--- src/rtl/seg_pkg.sv ---
// Shared constants and helpers for the six-digit multiplexed 7-segment display.
// Segment codes are active-low with bit 7 = dp, bits 6..0 = g..a.
package seg_pkg;

  localparam int DIGITS = 6;
  localparam logic [19:0] DATA_MAX = 20'd999_999;

  localparam logic [7:0] SEG_MINUS = 8'hBF;
  localparam logic [7:0] SEG_BLANK = 8'hFF;

  typedef enum logic [1:0] {
    CONV_IDLE,
    CONV_SHIFT,
    CONV_COMMIT
  } conv_state_t;

  function automatic logic [7:0] hex2seg(input logic [3:0] d);
    logic [7:0] s;
    case (d)
      4'd0:    s = 8'hC0;
      4'd1:    s = 8'hF9;
      4'd2:    s = 8'hA4;
      4'd3:    s = 8'hB0;
      4'd4:    s = 8'h99;
      4'd5:    s = 8'h92;
      4'd6:    s = 8'h82;
      4'd7:    s = 8'hF8;
      4'd8:    s = 8'h80;
      4'd9:    s = 8'h90;
      default: s = SEG_BLANK;
    endcase
    return s;
  endfunction

  // Double-dabble correction: every BCD nibble >= 5 gets +3 before a shift.
  function automatic logic [23:0] add3(input logic [23:0] b);
    logic [23:0] r;
    for (int i = 0; i < DIGITS; i++) begin
      r[i*4 +: 4] = (b[i*4 +: 4] >= 4'd5) ? b[i*4 +: 4] + 4'd3
                                          : b[i*4 +: 4];
    end
    return r;
  endfunction

endpackage

--- src/rtl/bin2bcd.sv ---
// Sequential shift-add-3 converter: latch, 20 shift cycles, commit cycle.
// Input is clamped to 999_999; result is valid while done is high.
module bin2bcd
  import seg_pkg::*;
(
  input  logic        clk,
  input  logic        rst,
  input  logic        start,
  input  logic [19:0] bin,
  output logic        busy,
  output logic        done,
  output logic [23:0] result
);

  conv_state_t state;
  logic [19:0] sh;
  logic [23:0] work;
  logic [4:0]  cnt;

  always_ff @(posedge clk) begin
    if (rst) begin
      state <= CONV_IDLE;
      sh    <= '0;
      work  <= '0;
      cnt   <= '0;
    end else begin
      case (state)
        CONV_IDLE: begin
          if (start) begin
            sh    <= (bin > DATA_MAX) ? DATA_MAX : bin;
            work  <= '0;
            cnt   <= '0;
            state <= CONV_SHIFT;
          end
        end
        CONV_SHIFT: begin
          {work, sh} <= {add3(work), sh} << 1;
          cnt <= cnt + 5'd1;
          if (cnt == 5'd19) state <= CONV_COMMIT;
        end
        CONV_COMMIT: state <= CONV_IDLE;
        default:     state <= CONV_IDLE;
      endcase
    end
  end

  assign busy   = (state != CONV_IDLE);
  assign done   = (state == CONV_COMMIT);
  assign result = work;

endmodule

--- src/rtl/seg_dynamic.sv ---
// Six-digit multiplexed 7-segment driver with continuous binary-to-BCD refresh.
// Optional macro SEG_LEADING_ZERO_BLANK_EN blanks leading zeros.
module seg_dynamic
  import seg_pkg::*;
#(
  parameter int CNT_MAX = 24_000
) (
  input  logic        sys_clk,
  input  logic        sys_rst,
  input  logic [19:0] data,
  input  logic [5:0]  point,
  input  logic        en,
  input  logic        sign,
  output logic [5:0]  sel,
  output logic [7:0]  seg
);

  localparam int CW = (CNT_MAX > 1) ? $clog2(CNT_MAX) : 1;

  logic [CW-1:0]    cnt;
  logic [2:0]       idx;
  logic [23:0]      bcd;
  logic [5:0][3:0]  digits;
  logic             busy;
  logic             done;
  logic [23:0]      result;
  logic [7:0]       code;

  bin2bcd u_conv (
    .clk    (sys_clk),
    .rst    (sys_rst),
    .start  (!busy),
    .bin    (data),
    .busy   (busy),
    .done   (done),
    .result (result)
  );

  // Only whole conversions reach the display.
  always_ff @(posedge sys_clk) begin
    if (sys_rst)   bcd <= '0;
    else if (done) bcd <= result;
  end

  always_ff @(posedge sys_clk) begin
    if (sys_rst || !en) begin
      cnt <= '0;
      idx <= '0;
    end else if (cnt == CW'(CNT_MAX - 1)) begin
      cnt <= '0;
      idx <= (idx == 3'd5) ? 3'd0 : idx + 3'd1;
    end else begin
      cnt <= cnt + 1'b1;
    end
  end

  assign digits = bcd;

`ifdef SEG_LEADING_ZERO_BLANK_EN
  logic [2:0] msd;

  always_comb begin
    msd = 3'd0;
    for (int i = 1; i < DIGITS; i++) begin
      if (digits[i] != 4'd0) msd = 3'(i);
    end
  end

  // Minus sits just left of the MSD; with MSD in digit 5 it never matches.
  always_comb begin
    code = SEG_BLANK;
    if (idx <= msd)                    code = hex2seg(digits[idx]);
    else if (sign && idx == msd + 3'd1) code = SEG_MINUS;
  end
`else
  always_comb begin
    code = hex2seg(digits[idx]);
    if (sign && idx == 3'd5) code = SEG_MINUS;
  end
`endif

  always_ff @(posedge sys_clk) begin
    if (sys_rst || !en) begin
      sel <= 6'h3F;
      seg <= 8'hFF;
    end else begin
      sel <= ~(6'b1 << idx);
      seg <= {code[7] & ~point[idx], code[6:0]};
    end
  end

endmodule

--- config.mk ---
export PLATFORM = sky130hd
export DESIGN_NAME = seg_dynamic
export DESIGN_NICKNAME = d
export VERILOG_FILES = /design/src/rtl/seg_pkg.sv /design/src/rtl/bin2bcd.sv /design/src/rtl/seg_dynamic.sv
export SDC_FILE = /design/constraint.sdc
export NUM_CORES = 1
export LEC_CHECK = 0
export CORE_AREA = 2 2 103 105
export CTS_CLUSTER_SIZE = 30
export DETAILED_ROUTE_END_ITERATION = 12
export DIE_AREA = 0 0 105 107
export PLACE_DENSITY = 0.76
export SLEW_MARGIN = 25
export SYNTH_ARGS = -nofsm -noshare
export SYNTH_HDL_FRONTEND = slang
export SYNTH_SLANG_ARGS = --single-unit
--- constraint.sdc ---
create_clock -name sys_clk -period 3.3 [get_ports sys_clk]
set_input_delay 0.825 -clock sys_clk [delete_from_list [all_inputs] [get_ports sys_clk]]
set_output_delay 0.825 -clock sys_clk [all_outputs]
set_load 0.02 [all_outputs]
==> impl_metrics.yaml <==
cts:
  clk_transition_reported_paths_ps: 100
  numClockSinks: 107
  clk_path_buf_depth: 2
  cts.root.buffer_cell: "sky130_fd_sc_hd__clkbuf_8"
  cts_repair_resize_count: 0
  worstSkewPairLatency_ps: 370
  cts_hold_buffers: 0
  postCtsSetupRepairBufs: 0
  tritoncts: "done"
  cts-htree-levels: 3
  tritoncts.num_buffers: 9
setup_path:
  worstPathRequired_ps: 3560
  path_max_fanout: 16
  timing.critical_path.from_type: "flip-flop"
  critical_path.cell_chain: "mux4_2 -> a22oi_2 -> ha_1 -> inv_1 -> o2111a_1 -> or3_1"
  crit_slowest_cell: "sky130_fd_sc_hd__dfxtp_1"
  setup.worst_path.end_class: "flip-flop"
  cp_slowest_stage_delay_ps: 770
  cp_data_arrival_time_ps: 2910
  timing_worst_setup_path_type: "reg -> reg"
logic_synthesis:
  synth_seq_area_share_pct: 43.3
  synth-edff-count: 0
  synthTopCellsByArea: "sky130_fd_sc_hd__dfxtp_1, sky130_fd_sc_hd__a21oi_1, sky130_fd_sc_hd__nand2_1"
  asyncSetResetFlopFracSynth_pct: 0
  netlist.top_cell.by_area: "sky130_fd_sc_hd__dfxtp_1"
  synth_top_family_by_area: "simple AND/OR/NAND/NOR gates"
  yosys.cell_types.count: 47
  post_synth_xor_area_fraction_pct: 4.78
  most_used_flip_flop_cell_after_synthesis: "sky130_fd_sc_hd__dfxtp_1"
  yosys_warnings: 0
  synth.avg_cell_area_um2: 8.45
  postSynthCellCount: 585
  syn_area_um2: 4940
  post_synth_and_or_nand_nor_area_fraction_pct: 19.4
  syn-num-nets: 635
  synth_adder_area_share_pct: 5.06
  synth_compound_area_share_pct: 17.7
  muxShareOfSynthArea_pct: 4.56
  ys_seq_elements: 107
  netlist.area_leader.share_pct: 43.3
floorplanning:
  die-area_um2: 11200
  num_rows: 37
  initial_core_util_pct: 49.0
  placeableCoreArea_um2: 10100
  die_height_um: 107
  ioPinCount: 44
  die_w_um: 105
placed_design:
  buffer_ports.inserted: 43
  dp_slack_ps: 593
  gp_congestion: 0.771
  place.detailed.hpwl_um: 6720
timing:
  fmax_ghz: 0.377
  setup_viol_count_final: 0
  tns_ps: 0
  final-hold-violation-count: 0
  max_slew.worst_pin.slew_ps: 888
  drv_slew: 0
  period_share_pct: 80.3
  postLayoutSetupSlackWorst_ps: 649
  finalClockSkew_ps: 9.72
  grt_setup_unrepaired: "false"
  min_period_ps: 2650
  finalHoldWorstSlack_ps: 459
  slew_headroom_pct: 40.8
detailed_routing:
  detailroute.via_count: 4055
  routed_wl_um: 9690
  drc_errors: 0
  post_drt_via_cell_ratio: 5.39
  drt-initial-drc-count: 118
  post_drt_wl_per_cell_um: 12.9
  drtAntennaViolNets: 0
  drt-pass1-iter-count: 4
power:
  power.density_nw_per_um2: 417
  leakagePower_nw: 2.07
  power.total_w: 0.00236
  power.share.sequential_pct: 56.1
  power.share.clock_pct: 37.9
  power.share.combinational_pct: 6.0
  max_rail_drop_vdd_mv: 0.297
  power.switching_w: 0.000525
  cell_internal_power_w: 0.00184
  sw_frac_of_total_pct: 22.2
cells_and_area:
  layout.nets: 662
  syn_to_final_growth_pct: 14.7
  n_antenna_cell: 0
  most_used_cells_in_the_layout_excluding_fill_and_tap_cells: "sky130_fd_sc_hd__dfxtp_1, sky130_fd_sc_hd__nand2_1, sky130_fd_sc_hd__a21oi_1"
  layout.cells.most_common: "sky130_fd_sc_hd__dfxtp_1"
  drive_above_1_share_pct: 6.00
worst_hold_path:
  hp-class: "reg -> reg"
flow_run:
  maxCapViolCount: 0
grt:
  grt_max_degree: 77
  overall_overflow_remaining_after_global_route: 0
  grt_pass1_vias: 3979
  global_route.usage.total_pct: 17.8
  grt_pass1_wl_um: 16700
  antenna_violations_before_repair: 0
run_status:
  status: "finished, final reports clean"
## critical path, delay by kind of cell, from the launching register on
family                     cells  cell delay, ps
AOI/OAI and AO/OA              2             540
adders and majority gates      1             230
muxes                          1             600
buffers and inverters          1              40
and+or+nand+nor                1             340
DFF                            1             770
## layer usage
metal / routed length (µm) / vias up / part of all wire, % / track usage (%)
met5: 0 / - / 0 / 0
met4: 106 / 0 / 1.1 / 5.71
met3: 362 / 11 / 3.7 / 4.56
met2: 4820 / 64 / 50 / 33.0
met1: 4410 / 1916 / 45 / 20.0
li1: - / 2064 / - / -
## power by group through the flow
stage	Sequential [W]	Clock (W)	Combinational (W)
2_1_floorplan	0.00136	0	0.0000716
3_3_place_gp	0.00135	0	0.000139
3_5_place_dp	0.00136	0	0.000142
4_1_cts	0.00133	0.000918	0.000143
5_1_grt	0.00133	0.000961	0.000156
6_report	0.00133	0.000894	0.000142
## sequential cells by signal (all words and copies together), names as in the netlist
signal / cells
u_conv.state: 2
u_conv.sh: 20
idx: 3
seg: 8
cnt: 15
sel: 6
u_conv.result: 24
bcd: 24
u_conv.cnt: 5
## per-stage QoR
stage          utilization (%)  cells  area, µm²
2_1_floorplan                -    585       4940
3_3_place_gp              53.9    737       5440
3_5_place_dp              53.9    737       5440
4_1_cts                   56.2    753       5670
5_1_grt                   56.2    753       5670
6_report                  56.2    753       5670
## layout make-up
cell class	instances	area, µm²
clock inverters	5	85.1
fillers	966	4420
inverters	30	113
multi-input cells	415	2550
repair buffers	49	470
clock buffers	11	141
flip-flops and latches	107	2140
well taps	136	170
## logic make-up (layout without fill, tap and decap cells)
logic type	count (synthesis)	in the layout
multiplexers	17	17
buffers and inverters	63	95
adder cells (fa/ha/maj)	20	20
AND/OR/NAND/NOR	210	210
flip-flops	107	107
AO/OA/AOI/OAI	141	141
XOR/XNOR	27	27
## cell usage after synthesis, types with 10 or more instances
| cell type | count |
|---|---|
| sky130_fd_sc_hd__clkbuf_1 | 24 |
| sky130_fd_sc_hd__a21oi_1 | 68 |
| sky130_fd_sc_hd__o21ai_0 | 14 |
| sky130_fd_sc_hd__nand3_1 | 22 |
| sky130_fd_sc_hd__a21o_1 | 11 |
| sky130_fd_sc_hd__nand2b_1 | 12 |
| sky130_fd_sc_hd__nor3_1 | 12 |
| sky130_fd_sc_hd__a22oi_1 | 18 |
| sky130_fd_sc_hd__inv_1 | 28 |
| sky130_fd_sc_hd__ha_1 | 20 |
| sky130_fd_sc_hd__dfxtp_1 | 107 |
| sky130_fd_sc_hd__nor2_1 | 49 |
| sky130_fd_sc_hd__xor2_1 | 10 |
| sky130_fd_sc_hd__nand2_1 | 84 |
| sky130_fd_sc_hd__xnor2_1 | 17 |
## path summary, 6_finish.rpt
check,to,depth (start not counted),slack [ps],start
min reg2reg,u_conv.sh[1],2,460,u_conv.sh[1]
max reg2reg,seg[4],6,650,idx[0]
max,seg[4],6,650,idx[0]
min,u_conv.sh[1],2,460,u_conv.sh[1]
Power figures use the tool's default switching activity.
